**config.mk**
```make
export PLATFORM = sky130hd
export DESIGN_NAME = regfile_2r1w_sb
export DESIGN_NICKNAME = d
export VERILOG_FILES = /design/src/rtl/regfile_2r1w_sb.sv
export SDC_FILE = /design/constraint.sdc
export NUM_CORES = 2
export LEC_CHECK = 0
export CORE_MARGIN = 2
export CORE_UTILIZATION = 40
export DETAILED_ROUTE_END_ITERATION = 16
export SETUP_SLACK_MARGIN = 0.5
export SLEW_MARGIN = 20
export SYNTH_ARGS = -nofsm -noshare
export SYNTH_HDL_FRONTEND = slang
export SYNTH_SLANG_ARGS = --single-unit
```
**constraint.sdc**
```tcl
create_clock -name clk -period 10.6 [get_ports clk]
set_input_delay 2.12 -clock clk [delete_from_list [all_inputs] [get_ports clk]]
set_output_delay 2.12 -clock clk [all_outputs]
set_load 0.02 [all_outputs]
```
**src/rtl/regfile_2r1w_sb.sv**
```systemverilog
// Register file with two registered, write-first read ports, one write port
// and a per-register pending-write scoreboard with a registered pending count.
module regfile_2r1w_sb #(
  parameter int DATA_BITS = 32,
  parameter int ADDR_BITS = 5,
  parameter int ZERO_REG  = 1
) (
  input  logic                 clk,
  input  logic                 rst_n,
  input  logic                 re_a,
  input  logic [ADDR_BITS-1:0] raddr_a,
  output logic [DATA_BITS-1:0] rdata_a,
  output logic                 rhaz_a,
  input  logic                 re_b,
  input  logic [ADDR_BITS-1:0] raddr_b,
  output logic [DATA_BITS-1:0] rdata_b,
  output logic                 rhaz_b,
  input  logic                 we,
  input  logic [ADDR_BITS-1:0] waddr,
  input  logic [DATA_BITS-1:0] wdata,
  input  logic                 rsv,
  input  logic [ADDR_BITS-1:0] rsv_addr,
  output logic [ADDR_BITS:0]   pend_cnt
);

  localparam int NUM_REGS = 2 ** ADDR_BITS;

  logic [DATA_BITS-1:0] regs_q [NUM_REGS];
  logic [DATA_BITS-1:0] regs_d [NUM_REGS];
  logic [NUM_REGS-1:0]  pend_q, pend_d;
  logic [ADDR_BITS:0]   pend_cnt_q, pend_cnt_d;
  logic [DATA_BITS-1:0] rdata_a_q, rdata_a_d, rdata_b_q, rdata_b_d;
  logic                 rhaz_a_q, rhaz_a_d, rhaz_b_q, rhaz_b_d;
  logic                 wr_en, rsv_en;

  // Qualify write and reserve: register 0 is inert when hardwired to zero.
  always_comb begin
    wr_en  = we  && !((ZERO_REG != 0) && (waddr == '0));
    rsv_en = rsv && !((ZERO_REG != 0) && (rsv_addr == '0));
  end

  // Next array and scoreboard state; a reserve on the same edge beats the
  // write's clear so back-to-back producers of one register stay pending.
  always_comb begin
    regs_d = regs_q;
    pend_d = pend_q;
    if (wr_en) begin
      regs_d[waddr] = wdata;
      pend_d[waddr] = 1'b0;
    end
    if (rsv_en) begin
      pend_d[rsv_addr] = 1'b1;
    end
  end

  // Popcount of the post-update pending bits.
  always_comb begin
    pend_cnt_d = '0;
    for (int i = 0; i < NUM_REGS; i++) begin
      pend_cnt_d = pend_cnt_d + {{ADDR_BITS{1'b0}}, pend_d[i]};
    end
  end

  // Port A read: flat indexed select with the write bypass compared in parallel.
  always_comb begin
    rdata_a_d = rdata_a_q;
    rhaz_a_d  = rhaz_a_q;
    if (re_a) begin
      if ((ZERO_REG != 0) && (raddr_a == '0)) begin
        rdata_a_d = '0;
        rhaz_a_d  = 1'b0;
      end else begin
        rdata_a_d = (wr_en && (waddr == raddr_a)) ? wdata : regs_q[raddr_a];
        rhaz_a_d  = pend_d[raddr_a];
      end
    end
  end

  // Port B read, identical structure to port A.
  always_comb begin
    rdata_b_d = rdata_b_q;
    rhaz_b_d  = rhaz_b_q;
    if (re_b) begin
      if ((ZERO_REG != 0) && (raddr_b == '0)) begin
        rdata_b_d = '0;
        rhaz_b_d  = 1'b0;
      end else begin
        rdata_b_d = (wr_en && (waddr == raddr_b)) ? wdata : regs_q[raddr_b];
        rhaz_b_d  = pend_d[raddr_b];
      end
    end
  end

  // State registers; everything clears asynchronously so no X ever reads out.
  always_ff @(posedge clk or negedge rst_n) begin
    if (!rst_n) begin
      for (int i = 0; i < NUM_REGS; i++) begin
        regs_q[i] <= '0;
      end
      pend_q     <= '0;
      pend_cnt_q <= '0;
      rdata_a_q  <= '0;
      rdata_b_q  <= '0;
      rhaz_a_q   <= 1'b0;
      rhaz_b_q   <= 1'b0;
    end else begin
      regs_q     <= regs_d;
      pend_q     <= pend_d;
      pend_cnt_q <= pend_cnt_d;
      rdata_a_q  <= rdata_a_d;
      rdata_b_q  <= rdata_b_d;
      rhaz_a_q   <= rhaz_a_d;
      rhaz_b_q   <= rhaz_b_d;
    end
  end

  assign rdata_a  = rdata_a_q;
  assign rdata_b  = rdata_b_q;
  assign rhaz_a   = rhaz_a_q;
  assign rhaz_b   = rhaz_b_q;
  assign pend_cnt = pend_cnt_q;

endmodule

```
# == Word-level counts from Yosys, hierarchy flattened ==
# Index checks and enable logic that the tools add are counted.
# op_classes
n_lt_le_gt_ge,10
reduce_logical,13
muxes,25
bitwise_logic,6
n_addsub,31
eq_ne,2
# ops
cell,count
$bwmux 1024,1
$mux 32,11
$bmux 32 s5,2
$demux 32 s5,1
$add 6x1->6,26
$and 32x32->32,1
$not 32->32,1
$or 32x32->32,1
$lt 5x6->1 const B,4
$logic_not 5->1,4
$ge 6x6->1 const B,3
$not 5->6,3
$bmux 1 s5,2
$demux 1 s5,2
$eq 5x5->1,2
$ge 5x1->1 const B,2
$logic_and 1x1->1,7
$add 5x1->6,1
$lt 6x1->1 const B,1
$mux 1,6
$add 4x1->5,1
$add 3x1->4,1
$add 2x1->3,1
$add 1x1->2,1
$logic_not 1->1,2
# totals
ff_bits,1128
inputBits,58
word_cells,125

# == Depth between registers and ports, before layout ==
# depth
ltp_word,40
ltp_mapped,21
ltp_nobuf,19

# == Worst setup path after synthesis ==
# No wires, ideal clock.
# synth_timing
kind,input to register
from,input port waddr[3]
to,register pend_cnt_q[4] (netlist: pend_cnt[4])
arrival_ns,7.221
required_time_ns,10.477
slack_ns,3.256
setup_time_ns,0.123
path_stages,21
cell_sequence,clkbuf_1 or2_1 clkbuf_1 o21ai_0 a21boi_0 inv_1 fa_1 fa_1 inv_1 fa_1 inv_1 fa_1 fa_1 fa_1 ha_1 inv_1 fa_1 inv_1 a21o_1 a21oi_1 xnor2_1
# synth_via
elab_cells_between_ends,44
cone_classes,31 x add/sub; 2 x order compare; 4 x mux; 3 x bitwise; 4 x reduce/logical
# synth_lines
element,line_no,source
"start, declared",19,"input logic [ADDR_BITS-1:0] waddr,"
$lt 5x6->1 (not written as such) / $ge 5x1->1 (equally long branches),49,pend_d[waddr] = 1'b0;
$logic_and 1x1->1 (not written as such),49,
$mux 1 (not written as such),49,
$demux 1 s5,49,
$not 32->32 (no line),--,
$and 32x32->32 (no line),--,
$mux 32 *,47,if (wr_en) begin
$or 32x32->32 (no line),--,
$mux 32 *,51,if (rsv_en) begin
net pend_d[5],30,"logic [NUM_REGS-1:0] pend_q, pend_d;"
$add 5x1->6 *,60,"pend_cnt_d = pend_cnt_d + {{ADDR_BITS{1'b0}}, pend_d[i]};"
$add 6x1->6 * (26 in series),60,
net pend_cnt_d[4],31,"logic [ADDR_BITS:0] pend_cnt_q, pend_cnt_d;"
"end signal, assigned",109,pend_cnt_q <= pend_cnt_d;
"end, declared",31,
# Mark *: on every way through the listed nets, which the timed path passes. The rest lies on a longest branch.
# A chain may end at the register's enable or synchronous reset.

# == Worst setup path after layout ==
# layout_timing
from,input port waddr[2]
to,register pend_cnt_q[4] (netlist: pend_cnt[4])
# The elaborated chain is that of the path after synthesis.

==> flow_summary.toml <==
[outcome]
status = "complete, no violations"

[min_path]
min_to = "regs_q[995]"
hold_start = "regs_q[995]"
worst_hold_path_type = "register to register"
min_path_cells = 0

[cts]
cts.sinks = 1128
htreeDepth = 4
clock-root-buffer = "clkbuf_16"
ctsHoldBuffers = 0
insertion_delay_ps = 770
clk_pin_slew_ps = 60
post_cts_buffers = 0
clock_path_buffers = 3
cts_tree = "built"
numCtsBuffers = 130
cts_resized = 0

[drt]
vias_per_cell = 6.16
vias = 38900
dr.pass1.iters = 5
drc_errors = 0
ant_nets = 0
wl_per_cell_um = 29.8
wirelength_um = 188000
first_iter_violations = 3415

[layout]
final_util_pct = 45.0
drive_gt1_share_pct = 43.6
layout.cells.non_filler = 6317
fin_nets = 4294
final_cell_area_um2 = 67600
area_growth_syn_to_layout_pct = 11.5

[synth]
syn_nets = 4413
yosysWarnings = 0
avgSynthCellArea_um2 = 14.0
synth_cell_types = 55
synth_top_area_share_pct = 46.6
syn-instance-count = 4324
synth_top_cell_by_area = "dfrtp_1"
ys_seq_area_share_pct = 46.6
syn_area_um2 = 60600
synth_edf_count = 0
synthArstFlopShare_pct = 100
synth-seq-cells = 1128
ys_top_cells_by_count = "dfrtp_1 (1,128), mux2_2 (1,041), mux4_2 (458)"
ys.flop_type = "dfrtp_1"
synth_area_leaders = "dfrtp_1 (47%), mux2_2 (19%), mux4_2 (17%)"
synth_most_common_cell = "dfrtp_1"

[sta]
hold_viol = 0
drv_slew = 0
setup_viol = 0
worstMarginPinSlew_ps = 1140
finalCriticalPeriod_ps = 8050
fmax_mhz = 124
worst_clock_skew_ps = 25.9
totalNegativeSetupSlack_ps = 0
finalHoldWorstSlack_ps = 396
finalCritPeriodShare_pct = 75.9
slew_headroom_pct = 23.9
rsz0062_at_grt = "false"

[place]
gp_congestion = 0.847
placed_area_um2 = 63400
hpwl_um = 101000
numPortBuffers = 129
placed_cells = 6089

[setup_path]
r2r_slack_ps = 5280
start_kind = "input port"
path_cells = "clkdlybuf4s50_1, nand4b_1, o21ai_0, a21boi_0, inv_1, fa_1, fa_1, inv_1, fa_1, inv_1, fa_1, fa_1, fa_1, ha_1, inv_1, fa_1, inv_1, a21o_1, a21oi_1, xnor2_1"
cp_slowest_cell = "clkdlybuf4s50_1"
cp_max_fo = 12
worst-path-buf-inv = 6
required_ps = 11230
r2r_start = "pend_q[5]"
reg2reg_depth = 18
slowest_delay_ps = 810
criticalPathCategory = "input port to register"
crit_arrival_ps = 8680
cp_common_cell = "fa_1"
crit_family = "adder cells"
end_kind = "register"
r2r-end = "pend_cnt[4]"

[floorplan]
initial_core_util_pct = 40.4
ios = 130
coreArea_um2 = 150000
dieArea_um2 = 155000
rows = 142
die_h_um = 393
die_x_um = 393

[power_and_ir_drop]
powerDensity_nw_per_um2 = 210
peakVddDrop_uv = 423
leakage_nw = 28.8

[global_route]
grt_pass1_wl_um = 278000
gr-usage-all-layers_pct = 24.6
overflow = 0
grt_max_degree = 177
antenna_found_initial = 4
grt_pass1_vias = 40000

[job]
drv_cap = 0
-- sequential cells by signal (all words and copies together), names as in the netlist --
register / count
regs_q: 1024
rdata_a: 32
pend_q: 32
rhaz_a: 1
rhaz_b: 1
rdata_b: 32
pend_cnt: 6
-- worst max path at each step --
| stage | start | slack (ps) | cells after the start | endpoint |
|---|---|---|---|---|
| floorplan | waddr[3] | 3260 | 21 | pend_cnt[4] |
| global placement | waddr[0] | 1880 | 20 | pend_cnt[4] |
| detailed placement | waddr[0] | 1820 | 20 | pend_cnt[4] |
| CTS | waddr[0] | 2630 | 20 | pend_cnt[4] |
| global route | waddr[0] | 2250 | 20 | pend_cnt[4] |
| finish | waddr[2] | 2550 | 20 | pend_cnt[4] |
-- cell type report --
type                    count  area [um2]
repair buffers            220        1960
well taps                2016        2520
diodes                      1        2.50
fillers                 13300       82500
flip-flops and latches   1128       28200
clock buffers             190        3880
inverters                 120         453
multi-input cells        2605       30100
clock inverters            37         449
-- placed cells by master (no fill, tap or decap), types with 27 or more instances in the layout --
cell	n
a211oi_1	56
a21oi_1	78
a221oi_1	66
a22oi_1	73
and2_1	58
buf_2	31
buf_4	82
clkbuf_1	27
clkbuf_16	136
clkbuf_8	27
clkdlybuf4s50_1	91
dfrtp_1	1128
inv_1	114
mux2_2	1041
mux2i_1	202
mux4_2	458
nand2_1	45
nor2_1	66
o21ai_0	178
o22ai_1	64
-- worst reg2reg max path: stages, from the launching register on --
cell	delay [ps]
dfrtp_1	370
o21ai_0	70
a21boi_0	370
inv_1	150
fa_1	530
fa_1	540
inv_1	50
fa_1	480
inv_1	60
fa_1	540
fa_1	460
fa_1	530
ha_1	170
inv_1	70
fa_1	460
inv_1	70
a21o_1	100
a21oi_1	70
xnor2_1	120
-- logic make-up after synthesis --
kind of cell / synth area share, %
AOI/OAI and AO/OA: 6.02
xor gates and xnor gates: 0.188
adders and majority gates: 0.937
buffers and inverters: 4.09
DFF: 46.6
muxes: 39.8
and+or+nand+nor: 2.40
-- where the power goes --
group	switching [mW]	leakage (nW)	internal, mW	total [mW]
clock	1.86	2.14	2.71	4.57
combinational	1.76	12.2	2.15	3.91
sequential	0.569	14.4	5.17	5.74
total	4.19	28.8	10.0	14.2
-- metal layers --
layer	track usage (%)	part of all wire (%)
met3	4.15	5.9
met1	32.8	42
met4	8.76	3.5
met5	0	0.0069
met2	40.6	49
-- per-stage QoR --
step | setup slack, ps | total power [mW]
2_1_floorplan | 3260 | 8.65
3_3_place_gp | 1880 | 9.65
3_5_place_dp | 1820 | 9.75
4_1_cts | 2630 | 14.4
5_1_grt | 2250 | 15.0
6_report | 2550 | 14.2
Note: power is estimated with default switching activity, not from simulation.
